## src/rtl/dreg_snapshot_readout.sv

```systemverilog
// Circular snapshot recorder: captures samples until a trigger plus POST more, then streams them oldest-first.
// Optional ignored-trigger counter output is enabled with `define DREG_SNAPSHOT_IGNORED_TRIG_CNT_EN.
module dreg_snapshot_readout #(
    parameter int N    = 2,
    parameter int M    = 4,
    parameter int POST = 1
) (
    input  logic                 clock,
    input  logic                 reset,
    input  logic [N-1:0]         d,
    input  logic                 d_valid,
    input  logic                 trigger,
    input  logic                 out_ready,
    output logic [N-1:0]         out_data,
    output logic                 out_valid,
    output logic                 out_last,
    output logic [$clog2(M)-1:0] out_index,
    output logic                 busy
`ifdef DREG_SNAPSHOT_IGNORED_TRIG_CNT_EN
    ,
    output logic [15:0]          ignored_trig
`endif
);

    localparam int IW = $clog2(M);
    localparam int FW = $clog2(M + 1);
    localparam int SW = FW + 1;

    typedef enum logic [1:0] {
        ST_CAPTURE,
        ST_POST,
        ST_READOUT
    } state_t;

    state_t          state_q, state_d;
    logic [IW-1:0]   wr_ptr_q, wr_ptr_d;
    logic [IW-1:0]   rd_ptr_q, rd_ptr_d;
    logic [FW-1:0]   fill_q, fill_d;
    logic [FW-1:0]   post_cnt_q, post_cnt_d;
    logic [N-1:0]    out_data_q, out_data_d;
    logic            out_valid_q, out_valid_d;
    logic            out_last_q, out_last_d;
    logic [IW-1:0]   out_index_q, out_index_d;
    logic            busy_q, busy_d;
    logic            mem_we;
    logic [SW-1:0]   start_sum;
    logic [IW-1:0]   start_ptr;
    logic [N-1:0]    mem_q [M];

    function automatic logic [IW-1:0] ptr_inc(input logic [IW-1:0] p);
        return (p == IW'(M - 1)) ? '0 : p + 1'b1;
    endfunction

    // Oldest entry = (wr_ptr - fill) mod M, computed wide to avoid relying on power-of-two wrap.
    always_comb begin
        if (SW'(wr_ptr_q) >= SW'(fill_q)) begin
            start_sum = SW'(wr_ptr_q) - SW'(fill_q);
        end else begin
            start_sum = SW'(wr_ptr_q) + SW'(M) - SW'(fill_q);
        end
        start_ptr = IW'(start_sum);
    end

    always_comb begin
        state_d     = state_q;
        wr_ptr_d    = wr_ptr_q;
        rd_ptr_d    = rd_ptr_q;
        fill_d      = fill_q;
        post_cnt_d  = post_cnt_q;
        out_data_d  = out_data_q;
        out_valid_d = out_valid_q;
        out_last_d  = out_last_q;
        out_index_d = out_index_q;
        mem_we      = 1'b0;

        case (state_q)
            ST_CAPTURE: begin
                if (d_valid) begin
                    mem_we   = 1'b1;
                    wr_ptr_d = ptr_inc(wr_ptr_q);
                    fill_d   = (fill_q == FW'(M)) ? fill_q : fill_q + 1'b1;
                end
                if (trigger && (fill_q != '0 || d_valid)) begin
                    if (POST == 0) begin
                        state_d = ST_READOUT;
                    end else begin
                        state_d    = ST_POST;
                        post_cnt_d = FW'(POST);
                    end
                end
            end
            ST_POST: begin
                if (d_valid) begin
                    mem_we     = 1'b1;
                    wr_ptr_d   = ptr_inc(wr_ptr_q);
                    fill_d     = (fill_q == FW'(M)) ? fill_q : fill_q + 1'b1;
                    post_cnt_d = post_cnt_q - 1'b1;
                    if (post_cnt_q == FW'(1)) begin
                        state_d = ST_READOUT;
                    end
                end
            end
            ST_READOUT: begin
                if (!out_valid_q) begin
                    out_valid_d = 1'b1;
                    out_data_d  = mem_q[start_ptr];
                    out_index_d = '0;
                    out_last_d  = (fill_q == FW'(1));
                    rd_ptr_d    = ptr_inc(start_ptr);
                end else if (out_ready) begin
                    if (out_last_q) begin
                        out_valid_d = 1'b0;
                        out_last_d  = 1'b0;
                        fill_d      = '0;
                        state_d     = ST_CAPTURE;
                    end else begin
                        out_data_d  = mem_q[rd_ptr_q];
                        out_index_d = out_index_q + 1'b1;
                        out_last_d  = (FW'(out_index_q) + FW'(2) == fill_q);
                        rd_ptr_d    = ptr_inc(rd_ptr_q);
                    end
                end
            end
            default: state_d = ST_CAPTURE;
        endcase

        busy_d = (state_d != ST_CAPTURE);
    end

    always_ff @(posedge clock) begin
        if (reset) begin
            state_q     <= ST_CAPTURE;
            wr_ptr_q    <= '0;
            rd_ptr_q    <= '0;
            fill_q      <= '0;
            post_cnt_q  <= '0;
            out_data_q  <= '0;
            out_valid_q <= 1'b0;
            out_last_q  <= 1'b0;
            out_index_q <= '0;
            busy_q      <= 1'b0;
        end else begin
            state_q     <= state_d;
            wr_ptr_q    <= wr_ptr_d;
            rd_ptr_q    <= rd_ptr_d;
            fill_q      <= fill_d;
            post_cnt_q  <= post_cnt_d;
            out_data_q  <= out_data_d;
            out_valid_q <= out_valid_d;
            out_last_q  <= out_last_d;
            out_index_q <= out_index_d;
            busy_q      <= busy_d;
        end
    end

    // Array contents survive reset; only the bookkeeping is cleared.
    always_ff @(posedge clock) begin
        if (mem_we) begin
            mem_q[wr_ptr_q] <= d;
        end
    end

    assign out_data  = out_data_q;
    assign out_valid = out_valid_q;
    assign out_last  = out_last_q;
    assign out_index = out_index_q;
    assign busy      = busy_q;

`ifdef DREG_SNAPSHOT_IGNORED_TRIG_CNT_EN
    logic        trig_ignored;
    logic [15:0] ign_q, ign_d;

    always_comb begin
        trig_ignored = trigger && ((state_q != ST_CAPTURE) || (fill_q == '0 && !d_valid));
        ign_d        = ign_q;
        if (trig_ignored && ign_q != 16'hFFFF) begin
            ign_d = ign_q + 1'b1;
        end
    end

    always_ff @(posedge clock) begin
        if (reset) begin
            ign_q <= '0;
        end else begin
            ign_q <= ign_d;
        end
    end

    assign ignored_trig = ign_q;
`endif

endmodule

```

## config.mk

```make
export PLATFORM = sky130hd
export DESIGN_NAME = dreg_snapshot_readout
export DESIGN_NICKNAME = d
export VERILOG_FILES = /design/src/rtl/dreg_snapshot_readout.sv
export SDC_FILE = /design/constraint.sdc
export NUM_CORES = 1
export LEC_CHECK = 0
export ABC_AREA = 1
export BUFFER_PORTS_ARGS = -buffer_cell sky130_fd_sc_hd__buf_2
export CAP_MARGIN = 10
export CORE_MARGIN = 2
export CORE_UTILIZATION = 50
export CTS_CLUSTER_DIAMETER = 50
export DETAILED_ROUTE_END_ITERATION = 6
export PLACE_DENSITY = 0.83
export SYNTH_ARGS = -nofsm -noshare
export SYNTH_HDL_FRONTEND = slang
export SYNTH_SLANG_ARGS = --single-unit
```

## constraint.sdc

```tcl
create_clock -name clock -period 1.5 [get_ports clock]
set_input_delay 0.075 -clock clock [delete_from_list [all_inputs] [get_ports clock]]
set_output_delay 0.075 -clock clock [all_outputs]
set_load 0.05 [all_outputs]
```

==> metrics.md <==
| Metric | Value |
|---|---|
| Total I/O pin count | 14 |
| Endpoints failing setup | 0 |
| Ys async rst share | 0 |
| Setup TNS Final | 0 ns |
| Post-synth top area share | 0.256 |
| Crit Path Class | reg -> reg |
| Slowest-stage cell, CP | dfxtp_2 |
| Post-synthesis adder-cell area fraction | 0.0992 |
| Worst EP required | 1.77 ns |
| Layout cells sized above 1 | 0.240 |
| CP peak stage delay | 0.34 ns |
| Top cells by count, synth | inv_1, nand2_1, nand3_1, dfxtp_1, nor2_1 |
| ANT cells | 0 |
| Final core utilization | 0.635 |
| Chip width | 61.3 um |
| Fin Hold WS | 0.0877 ns |
| Count of final hold-check violations | 0 |
| Hold WC Path Type | in -> reg |
| # nets final | roughly 250 |
| VDD IR-drop max | 0.499 mV |
| Syn Area/Cell | 8.07 um2 |
| Initial antenna violation count | 0 |
| R2r setup slk | 0.08 ns |
| # rows | 20 |
| Compound-Gate Fraction of Synth Area | 0.131 |
| Pre-antenna DRT Iters | 4 |
| First-pass GRT wire length | 5.32 mm |
| Slack of the critical path | a little over 0.08 ns |
| Via Count | 1404 |
| Syn_nets | 223 |
| RePlAce Congestion | 0.812 |
| Post-CTS Setup Bufs | 0 |
| Synth warn | 0 |
| Synth Area in Simple Gates | 0.230 |
| Mapped Area | 0.00164 mm2 |
| Worst Min Path Start | d_valid |
| CTS sink cnt | 29 |
| Reg2Reg Launch Point | fill_q[1]$_SDFFE_PP0P_ |
| Share of the yosys chip area belonging to registers | 0.403 |
| Floorplan Core Area | 0.00308 mm2 |
| Post-synthesis cell count | between 200 and 250 |
| Skew-Pair Late Insertion Delay | between 0.3 and 0.4 ns |
| Tot Pwr | 1.91 mW |
| Post-route minimum period | 1.42 ns |
| Wire per inst | around 13 um |
| Cells along the critical path | inv_2 > ha_4 > nand2_1 > nand3_2 > nand3_1 > nand3_1 > nand3_1 > a21oi_2 |
| WL final | 3.53 mm |
| Post-Synth XOR/XNOR Area | 0.00534 |
| Post-synthesis mux area share | 0.0244 |
| Most frequent cell after synthesis | inv_1 |
| Outcome | finished, final reports clean |
| Leakage | 0.924 nW |
| Worst Skew | 0.00378 ns |
| P&R area growth vs syn | 19.2% |
| Die Y-Extent | around 61 um |
| CP startpoint | fill_q[1]$_SDFFE_PP0P_ |
| Crit path max fanout | 4 |
| Main synth FF type | dfxtp_1 |
| CP Data Arrival Time | around 1.7 ns |
| Max Clk Rate | 705 MHz |
| ANT nets after route | 0 |
| Top cells by area in the synthesized netlist | dfxtp_1, edfxtp_1, ha_1 |
| Worst-margin pin slew | approximately 0.34 ns |
| Largest family of logic cells by synthesized area | simple AND/OR/NAND/NOR gates |
| Final max-slew violation count | 0 |
| Num CTS Buffers | 5 |
| Die area | about 0.0038 mm2 |
| GRT Total Usage | 0.198 |
| Iter 0 DRT Violations | 86 |
| Clk Tree Root Cell | clkbuf_4 |
| Grt total ovfl | 0 |
| CP Capture Type | register |
| Clk buf depth | 2 |
| DRC violations left | 0 |
| Post-DR vias/cell | 5.14 |
| CTS tree | done |
| Max_cap viols | 0 |
| H-tree depth | 2 |
| CTS clk-pin slew, worst paths | 0.09 ns |
| Power density over the cells | 978 mW/mm2 |
| Flop and latch count out of synthesis | 29 |
| Final worst path period share | 0.946 |
| Number of enable flip-flop cells after synthesis | 8 |
| Synth unique cells | 33 |
| Layout fillers | 243 |
| Pre-CTS setup slack | 0.0305 ns |
| Most frequent CP cell | nand3_1 |
| R2R cell count | 8 |
| Vias in the first global route | about 1300 |
| Largest area contributor in the synthesized netlist | dfxtp_1 |
| Starting density of the core | 0.533 |
| Largest net degree at the start of global routing | 12 |
| # port buffers | 13 |
| Max transition margin | 0.772 |
| WHS Path Cells | 4 |
| HPWL after DPL | 2.34 mm |
| Worst setup SP type | register |
==> per-layer routing <==
layer,vias up,wire (um),part of all wire,GRT usage
met2,50,1650,0.47,0.318
li1,713,-,-,-
met5,-,0,0,0
met1,629,1590,0.45,0.239
met4,0,107,0.030,0.0963
met3,12,178,0.050,0.0651
==> repair_timing <==
action                                  4_1_cts  5_1_grt
pin swaps                                     0        4
resized for setup                             1       17
hold buffers                                  3        0
endpoints found under the setup margin        2        9
hold endpoints to repair                      9        0
==> area by class of cell <==
cell class / instances / area (um2) / area share
clock buffer: 8 / 80.1 / 0.0410
inverter: 36 / 143 / 0.0730
timing repair buffer: 22 / 140 / 0.0717
sequential: 29 / 668 / 0.342
tap: 44 / 55.1 / 0.0282
multi-input combinational: 134 / 867 / 0.444
==> placed cells by master, fill, tap and decap left out, types with 2 or more instances in the layout <==
cell type | netlist | routed
a21oi_1 | 16 | 15
o21ai_0 | 7 | 7
ha_4 | 0 | 2
inv_1 | 33 | 31
ha_1 | 13 | 10
clkbuf_4 | 0 | 5
a21oi_2 | 1 | 2
dfxtp_2 | 0 | 3
edfxtp_1 | 8 | 8
inv_2 | 1 | 3
nand3_2 | 1 | 3
nand2_2 | 2 | 5
nand2_1 | 31 | 28
nor3_1 | 2 | 2
dfxtp_1 | 21 | 17
nor2_4 | 2 | 2
dlygate4sd3_1 | 0 | 3
mux2i_1 | 4 | 4
nor2_1 | 19 | 19
buf_4 | 0 | 6
buf_2 | 2 | 13
nand3_1 | 22 | 20
==> how the worst min path moves through the flow <==
stage | slack (ns) | end
final | 0.09 | state_q[0]$_SDFF_PP0_
after global routing | 0.10 | state_q[0]$_SDFF_PP0_
after CTS | 0.07 | state_q[0]$_SDFF_PP0_
after detailed placement | 0.30 | mem_q[1][0]$_DFFE_PP_
after global placement | 0.30 | mem_q[1][0]$_DFFE_PP_
after floorplan | 0.17 | mem_q[0][0]$_DFFE_PP_
==> where the power goes <==
part / leakage [nW] / internal, mW / total (mW) / switching (mW)
Combinational: 0.634 / 0.164 / 0.415 / 0.252
Clock: 0.0437 / 0.331 / 0.613 / 0.282
Sequential: 0.246 / 0.846 / 0.882 / 0.0361
==> worst max-delay path: cells and delay by family, from the launching register on <==
kind	cells	cell delay, ns
AOI/OAI and AO/OA	1	0.14
adders and majority gates	1	0.29
buffers and inverters	1	0.05
and+or+nand+nor	5	0.54
DFF	1	0.34
==> cell families after synthesis <==
group | after synthesis
AND/OR/NAND/NOR | 82
buffers and inverters | 40
AO/OA/AOI/OAI | 34
flip-flops | 29
adder cells (fa/ha/maj) | 13
multiplexers | 4
XOR/XNOR | 1
==> through the flow <==
step	area [um2]	std cells
after floorplan	1640	203
after global placement	1770	262
after detailed placement	1770	262
after CTS	1890	273
after global routing	1950	273
final	1950	273
==> flip-flops by register name, indices dropped and copies added, names as in the netlist, named ones only <==
name	flops
out_last	1
mem_q	8
wr_ptr_q	2
out_data	2
rd_ptr_q	2
out_valid	1
out_index	2
post_cnt_q	3
busy	1
state_q	2
fill_q	3
No activity file was read; power rests on OpenSTA's default activity.
